$ cat config.mk
export PLATFORM = sky130hd
export DESIGN_NAME = unified_mem_arbiter_flat
export DESIGN_NICKNAME = d
export VERILOG_FILES = /design/src/rtl/pipeline_pkg.sv /design/src/rtl/unified_mem_arbiter_if.sv /design/src/rtl/arb_starve_counter.sv /design/src/rtl/unified_mem_arbiter.sv /design/src/flat_wrapper.sv
export SDC_FILE = /design/constraint.sdc
export NUM_CORES = 1
export LEC_CHECK = 0
export ABC_AREA = 1
export BUFFER_PORTS_ARGS = -buffer_cell sky130_fd_sc_hd__buf_2
export CAP_MARGIN = 20
export CORE_MARGIN = 5
export CORE_UTILIZATION = 47
export DETAILED_ROUTE_END_ITERATION = 10
export PLACE_DENSITY = 0.89
export SYNTH_ARGS = -nofsm -noshare
export SYNTH_HDL_FRONTEND = slang
export SYNTH_SLANG_ARGS = --single-unit
export TNS_END_PERCENT = 20
$ cat constraint.sdc
create_clock -name clk -period 2 [get_ports clk]
set_clock_uncertainty 0.1 [all_clocks]
set_input_delay 0.3 -clock clk [delete_from_list [all_inputs] [get_ports clk]]
set_output_delay 0.3 -clock clk [all_outputs]
set_load 0.02 [all_outputs]
$ cat src/rtl/pipeline_pkg.sv
// Shared processor-wide definitions for the unified memory arbiter.
// Contents:
//   ADDR_W / DATA_W : memory address and data widths shared with the processor top
//   STARVE_W        : width of the fetch starvation counter
//   arb_state_t     : arbiter FSM states (IDLE, BUSY_IF, BUSY_D)
package pipeline_pkg;

  localparam int ADDR_W   = 8;
  localparam int DATA_W   = 16;
  localparam int STARVE_W = 4;

  typedef enum logic [1:0] {
    IDLE    = 2'd0,
    BUSY_IF = 2'd1,
    BUSY_D  = 2'd2
  } arb_state_t;

endpackage

$ cat src/rtl/unified_mem_arbiter_if.sv
// Bus bundle between the fetch stage, the load/store unit, the arbiter and
// the shared instruction/data memory.
// Modports:
//   master : arbiter side (takes requests, drives grants/responses and the mem_* access)
//   slave  : environment side (requesters and memory)
// Signals: if_req/if_addr/if_gnt/if_rvalid/if_rdata (fetch),
//          d_req/d_we/d_addr/d_wdata/d_gnt/d_rvalid/d_rdata (data),
//          flush, mem_req/mem_we/mem_addr/mem_wdata/mem_rdata/mem_ack (memory).
interface unified_mem_arbiter_if #(
  parameter int ADDR_W = pipeline_pkg::ADDR_W,
  parameter int DATA_W = pipeline_pkg::DATA_W
);

  logic              if_req;
  logic [ADDR_W-1:0] if_addr;
  logic              if_gnt;
  logic              if_rvalid;
  logic [DATA_W-1:0] if_rdata;

  logic              d_req;
  logic              d_we;
  logic [ADDR_W-1:0] d_addr;
  logic [DATA_W-1:0] d_wdata;
  logic              d_gnt;
  logic              d_rvalid;
  logic [DATA_W-1:0] d_rdata;

  logic              flush;

  logic              mem_req;
  logic              mem_we;
  logic [ADDR_W-1:0] mem_addr;
  logic [DATA_W-1:0] mem_wdata;
  logic [DATA_W-1:0] mem_rdata;
  logic              mem_ack;

  modport master (
    input  if_req, if_addr, d_req, d_we, d_addr, d_wdata, flush, mem_rdata, mem_ack,
    output if_gnt, if_rvalid, if_rdata, d_gnt, d_rvalid, d_rdata,
           mem_req, mem_we, mem_addr, mem_wdata
  );

  modport slave (
    output if_req, if_addr, d_req, d_we, d_addr, d_wdata, flush, mem_rdata, mem_ack,
    input  if_gnt, if_rvalid, if_rdata, d_gnt, d_rvalid, d_rdata,
           mem_req, mem_we, mem_addr, mem_wdata
  );

endinterface

$ cat src/rtl/arb_starve_counter.sv
// Saturating count of data grants issued while a fetch is waiting.
// Ports:
//   clk, reset : clock, synchronous active-high reset
//   clr        : clear the count (fetch granted or no fetch waiting)
//   inc        : one more data grant while fetch waits
//   at_max     : count has reached MAX, fetch must win next arbitration
module arb_starve_counter
  import pipeline_pkg::*;
#(
  parameter int MAX = 3
) (
  input  logic clk,
  input  logic reset,
  input  logic clr,
  input  logic inc,
  output logic at_max
);

  localparam logic [STARVE_W-1:0] MAX_V = STARVE_W'(MAX);

  logic [STARVE_W-1:0] cnt;

  // Clear has priority over increment; the count never passes MAX.
  always_ff @(posedge clk) begin
    if (reset || clr) begin
      cnt <= '0;
    end else if (inc && !at_max) begin
      cnt <= cnt + 1'b1;
    end
  end

  assign at_max = (cnt >= MAX_V);

endmodule

$ cat src/rtl/unified_mem_arbiter.sv
// Single-port memory arbiter between instruction fetch and the load/store unit.
// Data accesses win arbitration unless fetch has been starved for STARVE_MAX
// consecutive data grants. One access is outstanding at a time; the response
// pulses on the owner's rvalid the cycle after mem_ack. A flush during an
// in-flight fetch lets the access finish but suppresses its if_rvalid.
// Ports:
//   clk   : system clock
//   reset : synchronous active-high reset
//   bus   : request/response/memory bundle (master modport)
module unified_mem_arbiter #(
  parameter int ADDR_W     = pipeline_pkg::ADDR_W,
  parameter int DATA_W     = pipeline_pkg::DATA_W,
  parameter int STARVE_MAX = 3
) (
  input logic                  clk,
  input logic                  reset,
  unified_mem_arbiter_if.master bus
);

  import pipeline_pkg::*;

  arb_state_t        state;
  arb_state_t        state_next;
  logic              fetch_elig;
  logic              grant_d;
  logic              grant_if;
  logic              at_max;
  logic              cancel;
  logic [ADDR_W-1:0] addr_sel;

  arb_starve_counter #(
    .MAX (STARVE_MAX)
  ) u_starve (
    .clk    (clk),
    .reset  (reset),
    .clr    (grant_if || !bus.if_req),
    .inc    (grant_d && bus.if_req),
    .at_max (at_max)
  );

  always_ff @(posedge clk) begin
    if (reset) begin
      state <= IDLE;
    end else begin
      state <= state_next;
    end
  end

  // Grants are only issued from IDLE; a starved fetch overrides data priority.
  always_comb begin
    state_next = state;
    grant_d    = 1'b0;
    grant_if   = 1'b0;
    fetch_elig = bus.if_req && !bus.flush;
    if (!reset) begin
      case (state)
        IDLE: begin
          if (bus.d_req && (!fetch_elig || !at_max)) begin
            grant_d    = 1'b1;
            state_next = BUSY_D;
          end else if (fetch_elig) begin
            grant_if   = 1'b1;
            state_next = BUSY_IF;
          end
        end
        BUSY_IF, BUSY_D: begin
          if (bus.mem_ack) begin
            state_next = IDLE;
          end
        end
        default: state_next = IDLE;
      endcase
    end
  end

  assign bus.d_gnt  = grant_d;
  assign bus.if_gnt = grant_if;
  assign addr_sel   = grant_d ? bus.d_addr : bus.if_addr;

  // Access register and response path. The flush seen in the ack cycle itself
  // must also cancel, so it is ORed with the stored flag there.
  always_ff @(posedge clk) begin
    if (reset) begin
      bus.mem_req   <= 1'b0;
      bus.mem_we    <= 1'b0;
      bus.mem_addr  <= '0;
      bus.mem_wdata <= '0;
      bus.if_rvalid <= 1'b0;
      bus.if_rdata  <= '0;
      bus.d_rvalid  <= 1'b0;
      bus.d_rdata   <= '0;
      cancel        <= 1'b0;
    end else begin
      bus.if_rvalid <= 1'b0;
      bus.d_rvalid  <= 1'b0;
      if (grant_d || grant_if) begin
        bus.mem_req   <= 1'b1;
        bus.mem_we    <= grant_d && bus.d_we;
        bus.mem_addr  <= addr_sel;
        bus.mem_wdata <= grant_d ? bus.d_wdata : {DATA_W{1'b0}};
      end
      if (state == BUSY_IF) begin
        if (bus.mem_ack) begin
          bus.mem_req <= 1'b0;
          cancel      <= 1'b0;
          if (!(cancel || bus.flush)) begin
            bus.if_rvalid <= 1'b1;
            bus.if_rdata  <= bus.mem_rdata;
          end
        end else if (bus.flush) begin
          cancel <= 1'b1;
        end
      end
      if (state == BUSY_D && bus.mem_ack) begin
        bus.mem_req  <= 1'b0;
        bus.d_rvalid <= 1'b1;
        bus.d_rdata  <= bus.mem_we ? {DATA_W{1'b0}} : bus.mem_rdata;
      end
    end
  end

endmodule

$ cat src/flat_wrapper.sv
// flat-port wrapper written by rule: the top's interface ports become plain ports
module unified_mem_arbiter_flat import pipeline_pkg::*;
#(
  parameter int ADDR_W     = pipeline_pkg::ADDR_W,
  parameter int DATA_W     = pipeline_pkg::DATA_W,
  parameter int STARVE_MAX = 3
)
  (clk, reset, bus_if_req, bus_if_addr, bus_d_req, bus_d_we, bus_d_addr, bus_d_wdata, bus_flush, bus_mem_rdata, bus_mem_ack, bus_if_gnt, bus_if_rvalid, bus_if_rdata, bus_d_gnt, bus_d_rvalid, bus_d_rdata, bus_mem_req, bus_mem_we, bus_mem_addr, bus_mem_wdata);
  unified_mem_arbiter_if #(.ADDR_W(ADDR_W), .DATA_W(DATA_W)) bus_i ();
  input logic clk;
  input logic reset;
  input wire logic [$bits(bus_i.if_req)-1:0] bus_if_req;
  input wire logic [$bits(bus_i.if_addr)-1:0] bus_if_addr;
  input wire logic [$bits(bus_i.d_req)-1:0] bus_d_req;
  input wire logic [$bits(bus_i.d_we)-1:0] bus_d_we;
  input wire logic [$bits(bus_i.d_addr)-1:0] bus_d_addr;
  input wire logic [$bits(bus_i.d_wdata)-1:0] bus_d_wdata;
  input wire logic [$bits(bus_i.flush)-1:0] bus_flush;
  input wire logic [$bits(bus_i.mem_rdata)-1:0] bus_mem_rdata;
  input wire logic [$bits(bus_i.mem_ack)-1:0] bus_mem_ack;
  output wire logic [$bits(bus_i.if_gnt)-1:0] bus_if_gnt;
  output wire logic [$bits(bus_i.if_rvalid)-1:0] bus_if_rvalid;
  output wire logic [$bits(bus_i.if_rdata)-1:0] bus_if_rdata;
  output wire logic [$bits(bus_i.d_gnt)-1:0] bus_d_gnt;
  output wire logic [$bits(bus_i.d_rvalid)-1:0] bus_d_rvalid;
  output wire logic [$bits(bus_i.d_rdata)-1:0] bus_d_rdata;
  output wire logic [$bits(bus_i.mem_req)-1:0] bus_mem_req;
  output wire logic [$bits(bus_i.mem_we)-1:0] bus_mem_we;
  output wire logic [$bits(bus_i.mem_addr)-1:0] bus_mem_addr;
  output wire logic [$bits(bus_i.mem_wdata)-1:0] bus_mem_wdata;
  assign bus_i.if_req = bus_if_req;
  assign bus_i.if_addr = bus_if_addr;
  assign bus_i.d_req = bus_d_req;
  assign bus_i.d_we = bus_d_we;
  assign bus_i.d_addr = bus_d_addr;
  assign bus_i.d_wdata = bus_d_wdata;
  assign bus_i.flush = bus_flush;
  assign bus_i.mem_rdata = bus_mem_rdata;
  assign bus_i.mem_ack = bus_mem_ack;
  assign bus_if_gnt = bus_i.if_gnt;
  assign bus_if_rvalid = bus_i.if_rvalid;
  assign bus_if_rdata = bus_i.if_rdata;
  assign bus_d_gnt = bus_i.d_gnt;
  assign bus_d_rvalid = bus_i.d_rvalid;
  assign bus_d_rdata = bus_i.d_rdata;
  assign bus_mem_req = bus_i.mem_req;
  assign bus_mem_we = bus_i.mem_we;
  assign bus_mem_addr = bus_i.mem_addr;
  assign bus_mem_wdata = bus_i.mem_wdata;
  unified_mem_arbiter #(.ADDR_W(ADDR_W), .DATA_W(DATA_W), .STARVE_MAX(STARVE_MAX)) u_core (.clk(clk), .reset(reset), .bus(bus_i));
endmodule
# ---- After elaboration in Yosys (flattened, before gate mapping)
# Cells that the tools add are included.
dict set report word_totals {
  register_bits 67
  input_bits 55
  out_inout_bits 62
}
dict set report classes {
  addsub 1
  magnitude_cmp 1
  eq_ne 4
  mux 21
  bitwise 3
  n_reduce_logical 23
}
# operator count
set ops {}
lappend ops {{$mux W16} 2}
lappend ops {{$mux W1} 14}
lappend ops {{$mux W8} 1}
lappend ops {{$logic_and A1 B1 Y1} 6}
lappend ops {{$mux W2} 3}
lappend ops {{$logic_or A1 B1 Y1} 5}
lappend ops {{$add A4 B1 Y4 const B} 1}
lappend ops {{$ge A4 B2 Y1 const B} 1}
lappend ops {{$logic_not A1 Y1} 4}
lappend ops {{$pmux W2 S2} 1}
lappend ops {{$reduce_and A2 Y1} 2}
lappend ops {{$reduce_or A2 Y1} 2}
lappend ops {{$ne A3 B1 Y1 const B} 1}
lappend ops {{$not A1 Y1} 3}
lappend ops {{$reduce_and A3 Y1} 1}
lappend ops {{$reduce_or A3 Y1} 1}
lappend ops {{$eq A2 B1 Y1 const B} 1}
lappend ops {{$eq A2 B2 Y1 const B} 1}
lappend ops {{$logic_not A2 Y1} 1}
lappend ops {{$ne A2 B2 Y1 const B} 1}
lappend ops {{$reduce_bool A2 Y1} 1}

# ---- Depth between registers and ports, before layout
# Gate-level depths: netlist of run 1.
dict set report depth {
  depth_word 12
  mapped_depth 10
  ltp_nobuf 10
}

# ---- Cells and area by module
# A second synthesis of run 1 with hierarchy kept.
dict set report hier_totals {
  hier_cells 334
  area_unflattened_um2 2690.1
}
# mod n_inst cells_each area_per_inst_um2
set modules_own_cells {}
lappend modules_own_cells {unified_mem_arbiter 1 306 2497.4}
lappend modules_own_cells {arb_starve_counter 1 28 192.7}

# ---- Worst setup path after synthesis of run 1
# No wires, ideal clock.
dict set report synth_timing {
  path_type {register -> output}
  startpoint {register u_core.u_starve.cnt[0]}
  endpoint {output port bus_d_gnt}
  t_arrival_ps 1118
  required_time_ps 1600
  slack_ps 482
  stages_incl_launch_ff 8
  n_path_buf 1
  path_cell_list {dfxtp_1 -> ha_1 -> inv_1 -> nand2_1 -> nand2_2 -> nand4_4 -> inv_2 -> buf_6}
}
dict set report synth_via {
  elab_chain_cells 7
}
# item line_no
set synth_lines {}
lappend synth_lines {{from (decl)} arb_starve_counter.sv:21} ;# logic [STARVE_W-1:0] cnt;
lappend synth_lines {{from (signal assigned)} arb_starve_counter.sv:28} ;# cnt <= cnt + 1'b1;
lappend synth_lines {{$ge A4 B2 Y1} arb_starve_counter.sv:32} ;# assign at_max = (cnt >= MAX_V);
lappend synth_lines {{$logic_not A1 Y1} unified_mem_arbiter.sv:58} ;# if (bus.d_req && (!fetch_elig || !at_max)) begin
lappend synth_lines {{$logic_or A1 B1 Y1} unified_mem_arbiter.sv:58}
lappend synth_lines {{$logic_and A1 B1 Y1} unified_mem_arbiter.sv:58}
lappend synth_lines {{$mux W1} unified_mem_arbiter.sv:58}
lappend synth_lines {{$mux W1} unified_mem_arbiter.sv:56} ;# case (state)
lappend synth_lines {{$mux W1} unified_mem_arbiter.sv:55} ;# if (!reset) begin
lappend synth_lines {{to (decl)} flat_wrapper.sv:24} ;# output wire logic [$bits(bus_i.d_gnt)-1:0] bus_d_gnt;
# Every way passes these cells.

# ---- Final worst setup path of run 1
dict set report layout_timing {
  startpoint {register u_core.u_starve.cnt[0]}
  endpoint {output port bus_if_gnt}
}
dict set report layout_via {
  elab_chain_cells 7
}
# item line_no
set layout_lines {}
lappend layout_lines {{$ge A4 B2 Y1} arb_starve_counter.sv:32}
lappend layout_lines {{$logic_not A1 Y1} unified_mem_arbiter.sv:58}
lappend layout_lines {{$logic_or A1 B1 Y1} unified_mem_arbiter.sv:58}
lappend layout_lines {{$logic_and A1 B1 Y1} unified_mem_arbiter.sv:58}
lappend layout_lines {{$mux W1} unified_mem_arbiter.sv:58}
lappend layout_lines {{$mux W1} unified_mem_arbiter.sv:56}
lappend layout_lines {{$mux W1} unified_mem_arbiter.sv:55}
lappend layout_lines {{to (decl)} flat_wrapper.sv:21} ;# output wire logic [$bits(bus_i.if_gnt)-1:0] bus_if_gnt;
# Every way passes these cells.

==> results of run 1 <==
==> layout by cell type, fill, tap and decap left out, types with 2 or more instances in the layout <==
master and count:
nor2_1 61, o21ai_0 24, dfxtp_1 66, inv_2 4, buf_2 116, nand2_1 77
clkbuf_8 10, nand3_1 54, a21oi_1 6, ha_1 3, inv_1 27, nand2_2 2
buf_4 6, clkinvlp_4 3, nand4_1 3
==> kinds of logic after synthesis <==
kind of cell / count (synthesis) / share of synthesized area
buffers and inverters: 49 / 0.0826
DFF: 67 / 0.503
and+or+nand+nor: 202 / 0.329
adders and majority gates: 4 / 0.0188
AOI/OAI and AO/OA: 33 / 0.0662
==> worst min path at each step <==
stage | slack (ns) | to | startpoint | cells after the start
2_1_floorplan | 0.30 | u_core.bus.mem_wdata[0] | bus_d_wdata[0] | 2
3_3_place_gp | 0.32 | u_core.u_starve.cnt[2] | u_core.u_starve.cnt[2] | 2
3_5_place_dp | 0.32 | u_core.u_starve.cnt[3] | u_core.u_starve.cnt[3] | 2
4_1_cts | 0.04 | u_core.bus.mem_wdata[14] | bus_d_wdata[14] | 3
5_1_grt | 0.05 | u_core.bus.mem_wdata[5] | bus_d_wdata[5] | 3
6_report | 0.05 | u_core.bus.mem_wdata[14] | bus_d_wdata[14] | 3
==> critical path, cell delays in order (launching register included) <==
cell	delay, ns
dfxtp_2	0.33
ha_1	0.19
inv_1	0.06
nand2_2	0.07
nand2_2	0.10
nand2_1	0.07
nand3_1	0.09
inv_1	0.06
buf_2	0.15
==> area by class of cell <==
class,count,area [sq um],area share
multi-input cells,239,1110,0.316
flip-flops and latches,67,1340,0.383
clock buffers,11,141,0.0403
well taps,72,90.1,0.0257
clock inverters,5,61.3,0.0175
inverters,31,116,0.0332
repair buffers,123,646,0.184
==> metrics by stage <==
stage                     hold slack, ns  setup WS (ns)   util  instances
after floorplan                    0.303          0.482      -        355
after global placement             0.316          0.468  0.599        532
after detailed placement           0.320          0.355  0.599        532
after CTS                         0.0357         0.0602  0.636        548
after global routing              0.0476         0.0280  0.637        548
final                             0.0498          0.148  0.637        548
==> flip-flops by register name (all words and copies together) (netlist names) <==
register              flops
u_core.bus.mem_addr       8
u_core.bus.mem_we         1
u_core.bus.if_rdata      16
u_core.bus.mem_wdata     16
u_core.u_starve.cnt       4
u_core.bus.d_rvalid       1
u_core.bus.d_rdata       16
u_core.bus.mem_req        1
u_core.cancel             1
u_core.state              2
u_core.bus.if_rvalid      1
==> per-layer routing <==
| layer | track usage | part of all wire | vias to the layer above | wire length (um) |
|---|---|---|---|---|
| li1 | - | - | 1359 | - |
| met1 | 0.229 | 0.43 | 1170 | 3000 |
| met2 | 0.308 | 0.44 | 89 | 3090 |
| met3 | 0.0854 | 0.11 | 9 | 766 |
| met4 | 0.0734 | 0.013 | 0 | 91 |
| met5 | 0 | 0 | - | 0 |
==> report_power, final <==
part           leakage [nW]  internal, mW  switching (mW)
clock                0.0922         0.614           0.512
sequential            0.547          1.44          0.0577
combinational          1.30         0.218           0.416
==> repair_timing <==
item | 4_1_cts | 5_1_grt
endpoints found under the setup margin | 0 | 1
hold buffers | 0 | 0
gates resized for setup | 0 | 3
==> impl_metrics.tcl, run 1 <==
set metrics [dict create \
    ys_types 23 \
    antenna_found_initial 0 \
    ctsLongestPathBuffers 2 \
    wire_per_inst_um 12.7 \
    hold_viol 0 \
    rsz0062_at_grt "false" \
    grt_max_degree 45 \
    first_iter_violations 103 \
    synth-main-ff-cell "dfxtp_1" \
    max-vdd-ir-drop_v 0.000613 \
    die_w_um 85.3 \
    rrSetupSlack_ns 0.39 \
    place_hpwl_mm 5.12 \
    avgSynthCellArea_sq_um 7.51 \
    postCtsSetupBuffers 0 \
    final_antenna_net_count 0 \
    synth-edff-count 0 \
    rows 27 \
    status "finished clean" \
    endpoint "bus_if_gnt" \
    area_delta_synth_final_pct 31.5 \
    vias_per_cell 4.79 \
    syn_inst 355 \
    synthesis.nets 414 \
    drc 0 \
    synth_seq_cells 67 \
    yosys_warnings 0 \
    place_area_sq_um 3300 \
    drv_cap 0 \
    gp_congestion 0.852 \
    synth.most_common_cell "nand2_1" \
    syn_area_sq_um 2670 \
    yosysSeqAreaShare 0.503 \
    numClockSinks 67 \
    die_area_sq_um 7280 \
    post-route-min-period_ns 1.85 \
    end_kind "output pin" \
    r2r-end "u_core.bus.d_rdata[11]" \
    fin_crit_sh 0.926 \
    wl_mm 6.95 \
    firstDrtPassIters 4 \
    initial_core_util 0.484 \
    grt.total_usage 0.193 \
    synth_top_area_share 0.503 \
    cp.arrival_ns 1.45 \
    clock.fmax_mhz 540 \
    startpoint "u_core.u_starve.cnt[0]" \
    fill_cells 499 \
    reg2reg_from "u_core.state[0]" \
    crit_type "reg -> out" \
    fin_nets 530 \
    crit_path_max_fanout 3 \
    powerDensity_nw_per_um2 930 \
    finalSetupTns_ns 0 \
    io_pins 117 \
    finalPower_mw 3.26 \
    cts_tree "yes" \
    htreeDepth 3 \
    critical_path_required_ns 1.60 \
    dr_total_vias 2627 \
    synth_area_leaders "dfxtp_1, nand2_1, nand3_1, nor2_1, o21ai_0" \
    slew_headroom 0.560 \
    io_buffers 116 \
    cts-root-buf "clkbuf_8" \
    synthArstFlopShare 0 \
    netlist.top_cell.by_area "dfxtp_1" \
    coreArea_sq_um 5510 \
    critPathLaunchType "flop" \
    worstHoldPathType "in -> reg" \
    insertion_delay_ns 0.33 \
    layout-drive-gt1-share 0.319 \
    grt_pass1_vias 2476 \
    clk_pin_slew_worst_paths_ns 0.07 \
    finalSetupViolations 0 \
    slew_violations 0 \
    grt_pass1_wl_mm 11.4 \
    synth_common_cells "nand2_1, dfxtp_1, nor2_1" \
    r2r_cells 6 \
    grt_overflow_total 0 \
    final_area_sq_um 3510 \
    power.leakage_nw 1.94 \
    die_h_um 85.3 \
    diodes 0 \
    worstMarginPinSlew_ns 0.659 \
    cts_buffers 9 \
]
(Power assumes the default switching activity.)
==> run 2: changes to the inputs <==
- MAX_ROUTING_LAYER: unset -> met4
==> run 2 against run 1 <==
  * Total power barely moved
  * Via count increased by 0.84%
  * Fmax barely moved
  * Register-to-register slack about the same
==> impl_metrics.tcl, run 2 (synthesized netlist as in run 1, its figures left out) <==
set metrics [dict create \
    critPathLaunchType "flop" \
    worstHoldPathType "in -> reg" \
    gp_congestion 0.866 \
    slew_violations 0 \
    met3_usage 0.0680 \
    wire_per_inst_um 12.7 \
    grt_pass1_wl_mm 11.4 \
    power.leakage_nw 1.94 \
    cp.arrival_ns 1.45 \
    slew_headroom 0.556 \
    use_met2 0.308 \
    firstDrtPassIters 4 \
    fill_cells 499 \
    antenna_found_initial 0 \
    status "finished clean" \
    dr_total_vias 2649 \
    critical_path_required_ns 1.60 \
    powerDensity_nw_per_um2 931 \
    first_iter_violations 100 \
    end_kind "output pin" \
    combPwrFrac 0.194 \
    worstMarginPinSlew_ns 0.666 \
    grt.total_usage 0.198 \
    final_cell_mix "buf_2, nand2_1, dfxtp_1" \
    postCtsSetupBuffers 0 \
    diodes 0 \
    seqPwrFrac 0.460 \
    insertion_delay_ns 0.33 \
    layout-drive-gt1-share 0.319 \
    die_h_um 85.3 \
    area_delta_synth_final_pct 31.5 \
    crit_buf_inv 3 \
    clk_pin_slew_worst_paths_ns 0.07 \
    grt_max_degree 45 \
    seq_area_sq_um 1340 \
    vias_per_cell 4.83 \
    drv_cap 0 \
    crit_path_max_fanout 3 \
    post-route-min-period_ns 1.85 \
    clock.fmax_mhz 540 \
    drc 0 \
    hold_viol 0 \
    multi_input_area_sq_um 1110 \
    critPathTopFamily "flip-flops" \
    place_hpwl_mm 5.12 \
    finalSetupTns_ns 0 \
    p_clk_frac 0.346 \
    io_pins 117 \
    numClockSinks 67 \
    intPower_mw 2.28 \
    place_ws_ns 0.355 \
    grt_overflow_total 0 \
    fin_nets 530 \
    top_regs "u_core.bus.d_rdata (16), u_core.bus.if_rdata (16), u_core.bus.mem_wdata (16)" \
    coreArea_sq_um 5510 \
    initial_core_util 0.484 \
    p_sw_frac 0.303 \
    max-vdd-ir-drop_v 0.000618 \
    setup_slack_ns 0.147 \
    busiest_layer "met2" \
    die_area_sq_um 7280 \
    rows 27 \
    critical_path.slowest_cell "dfxtp_2" \
    final_antenna_net_count 0 \
    path_cells "ha_1 -> inv_1 -> nand2_2 -> nand2_2 -> nand2_1 -> nand3_1 -> inv_1 -> buf_2" \
    grt_pass1_vias 2473 \
    rsz0062_at_grt "false" \
    grtUsageMet1 0.238 \
    cts_buffers 9 \
    crit_type "reg -> out" \
    cts-root-buf "clkbuf_8" \
    ctsLongestPathBuffers 2 \
    die_w_um 85.3 \
    finalSetupViolations 0 \
    io_buffers 116 \
    slowest_delay_ns 0.33 \
    wl_mm 6.94 \
    final_common_cell "buf_2" \
    switchingPower_mw 0.988 \
    cts_tree "yes" \
    fin_crit_sh 0.927 \
    htreeDepth 3 \
]
==> run 2: per-stage QoR <==
step	total power, mW	hold WS, ns	std cells	cell area [sq um]	util
after floorplan	1.94	0.303	355	2670	-
after global placement	2.14	0.316	532	3300	0.599
after detailed placement	2.16	0.320	532	3300	0.599
after CTS	3.29	0.0357	548	3500	0.636
after global routing	3.44	0.0503	548	3510	0.637
final	3.26	0.0493	548	3510	0.637
==> run 2: final cells by class <==
cell class	instances	share of cell area
timing repair buffer	123	0.184
multi-input combinational	239	0.316
tap	72	0.0257
clock inverter	5	0.0175
clock buffer	11	0.0403
sequential	67	0.383
inverter	31	0.0332
==> run 2: worst paths after layout <==
check                    startpoint                       end  slack (ns)  cells past startpoint
max          u_core.u_starve.cnt[0]                bus_if_gnt        0.15                      8
min                 bus_d_wdata[14]  u_core.bus.mem_wdata[14]        0.05                      3
max reg2reg         u_core.state[0]    u_core.bus.d_rdata[11]        0.39                      6
min reg2reg  u_core.u_starve.cnt[2]    u_core.u_starve.cnt[2]        0.33                      2
==> run 2: per-layer routing <==
| layer | share of wire | up-vias |
|---|---|---|
| li1 | - | 1362 |
| met1 | 0.43 | 1174 |
| met2 | 0.45 | 105 |
| met3 | 0.11 | 8 |
| met4 | 0.015 | 0 |
| met5 | 0 | - |
==> run 2: tightest hold or removal path, cell delays in order <==
cell     delay (ns)
buf_2          0.07
nand2_1        0.04
nand2_1        0.04
==> run 2: power groups by stage <==
stage	combinational, mW	clock [mW]	sequential (mW)
5_1_grt	0.703	1.22	1.51
6_report	0.633	1.13	1.50
3_5_place_dp	0.634	0	1.53
4_1_cts	0.635	1.15	1.50
2_1_floorplan	0.295	0	1.64
3_3_place_gp	0.617	0	1.52
==> run 2: what timing repair did <==
| item | 4_1_cts | 5_1_grt |
|---|---|---|
| hold buffers | 0 | 0 |
| endpoints found under the hold margin | 0 | 0 |
| endpoints found under the setup margin | 0 | 1 |
| resized for setup | 0 | 3 |
==> run 3: changes to the inputs <==
- CELL_PAD_IN_SITES_DETAIL_PLACEMENT: unset -> 2
- CELL_PAD_IN_SITES_GLOBAL_PLACEMENT: unset -> 2
- CORE_UTILIZATION: 47 -> 25
- PLACE_DENSITY: 0.89 -> 0.9
==> run 3 against run 2 <==
  * Non-clock buffer count is the same
  * Final area grew 2.4%
  * Combinational power grew 5.5%
  * Critical endpoint unchanged
  * Largest power group unchanged
==> impl_metrics.tcl, run 3 (synthesized netlist as in run 1, its figures left out) <==
set metrics [dict create \
    cts_buffers 9 \
    htreeDepth 3 \
    combPwrFrac 0.194 \
    final_cell_mix "buf_2, nand2_1, dfxtp_1" \
    grt_max_degree 36 \
    rsz0062_at_grt "false" \
    wl_met1_mm 4.08 \
    hold_slack_ns 0.0460 \
    final_common_cell "buf_2" \
    p_sw_frac 0.304 \
    wl_mm 9.99 \
    intPower_mw 2.40 \
    status "finished clean" \
    critical_path.slowest_cell "dfxtp_2" \
    path_cells "ha_1 -> inv_1 -> nand2_2 -> nand2_2 -> nand2_1 -> nand3_1 -> inv_1 -> buf_2" \
    crit_type "reg -> out" \
    worstHoldPathType "in -> reg" \
    layout-drive-gt1-share 0.317 \
    slew_headroom 0.493 \
    slowest_delay_ns 0.33 \
    post-route-min-period_ns 1.88 \
    wl_met2_mm 5.04 \
    first_iter_violations 65 \
    critPathTopFamily "simple AND/OR/NAND/NOR gates" \
    grt_pass1_wl_mm 16.5 \
    dp_cells 596 \
    fin_cells 612 \
    p_clk_frac 0.370 \
    drc 0 \
    finalSetupViolations 0 \
    top_regs "u_core.bus.d_rdata (16), u_core.bus.if_rdata (16), u_core.bus.mem_wdata (16)" \
    clock.fmax_mhz 532 \
    gp_congestion 0.786 \
    cts_tree "yes" \
    die_h_um 113 \
    final_antenna_net_count 0 \
    ctsLongestPathBuffers 2 \
    cts_hold_buffers 0 \
    route.met3.wl_um 735 \
    wire_per_inst_um 16.3 \
    fill_cells 1255 \
    firstDrtPassIters 4 \
    die_w_um 113 \
    area_delta_synth_final_pct 34.7 \
    postCtsSetupBuffers 0 \
    power.leakage_nw 1.95 \
    antenna_found_initial 0 \
    crit_path_max_fanout 3 \
    place_hpwl_mm 7.51 \
    grt.total_usage 0.166 \
    finalPower_mw 3.45 \
    initial_core_util 0.257 \
    die_area_sq_um 12800 \
    worstMarginPinSlew_ns 0.759 \
    maxUsedRoutingLayer "met4" \
    hold_viol 0 \
    diodes 0 \
    grt_pass1_vias 3216 \
    insertion_delay_ns 0.34 \
    cts-root-buf "clkbuf_8" \
    seq_area_sq_um 1340 \
    vias_per_cell 4.63 \
    utilization 0.346 \
    io_pins 117 \
    crit_buf_inv 3 \
    rows 37 \
    fin_crit_sh 0.939 \
    io_buffers 116 \
    coreArea_sq_um 10400 \
    slew_violations 0 \
    end_kind "output pin" \
    fin_nets 530 \
    dr_total_vias 2835 \
    cp.arrival_ns 1.48 \
    grt_overflow_total 0 \
    seqPwrFrac 0.436 \
    max-vdd-ir-drop_v 0.000373 \
    finalSetupTns_ns 0 \
    critPathLaunchType "flop" \
    drv_cap 0 \
    numClockSinks 67 \
    clk_pin_slew_worst_paths_ns 0.08 \
    critical_path_required_ns 1.60 \
    multi_input_area_sq_um 1110 \
    switchingPower_mw 1.05 \
    powerDensity_nw_per_um2 960 \
]
-- run 3: changes by cell type in the layout (fill, tap and decap cells not counted) --
cell / before / now
clkinvlp_4: 3 / 0
clkinv_2: 0 / 1
buf_12: 1 / 0
buf_4: 6 / 7
bufinv_16: 1 / 2
clkinv_4: 0 / 1
inv_6: 1 / 0
clkbuf_1: 1 / 2
-- run 3: cell type report --
class / count / share of cell area
Timing Repair Buffer: 123 / 0.176
Clock buffer: 12 / 0.0404
Clock inverter: 4 / 0.0206
Tap cell: 136 / 0.0474
Multi-Input combinational cell: 239 / 0.309
Inverter: 31 / 0.0324
Sequential cell: 67 / 0.374
-- run 3: power groups by stage --
stage / registers, mW / clock network [mW] / logic (mW)
finish: 1.50 / 1.28 / 0.668
global route: 1.52 / 1.38 / 0.743
CTS: 1.50 / 1.32 / 0.680
detailed placement: 1.53 / 0 / 0.673
global placement: 1.52 / 0 / 0.642
floorplan: 1.64 / 0 / 0.295
-- run 3: worst reg2reg max path: stages, from the launching register on --
cell and delay [ns]:
dfxtp_1 0.31, inv_1 0.11, ha_1 0.20, nand2_1 0.12, nor3_4 0.31, inv_2 0.23
nor2_1 0.16, nor2_1 0.07
-- run 3: final timing paths --
kind	cells after the start	end	start	slack (ns)
worst max-delay path	8	bus_if_gnt	u_core.u_starve.cnt[0]	0.12
worst min-delay path	3	u_core.bus.mem_we	bus_d_we	0.05
worst max register to register	7	u_core.bus.if_rdata[7]	u_core.state[1]	0.29
worst min register to register	2	u_core.u_starve.cnt[2]	u_core.u_starve.cnt[2]	0.35
-- run 3: per-stage QoR --
stage | setup WS (ns) | cell area [sq um]
5_1_grt | 0.0105 | 3590
4_1_cts | 0.0248 | 3580
6_report | 0.121 | 3590
3_3_place_gp | 0.360 | 3360
3_5_place_dp | 0.268 | 3360
2_1_floorplan | 0.482 | 2670
-- run 3: metal layers --
| layer | global-route usage | vias up |
|---|---|---|
| li1 | - | 1358 |
| met1 | 0.185 | 1371 |
| met2 | 0.287 | 93 |
| met3 | 0.0556 | 13 |
| met4 | 0.0417 | 0 |
| met5 | - | - |
-- run 3: what timing repair did --
item / in CTS / in global routing
endpoints found under the setup margin: 0 / 2
hold endpoints to repair: 0 / 0
gates resized for setup: 0 / 3
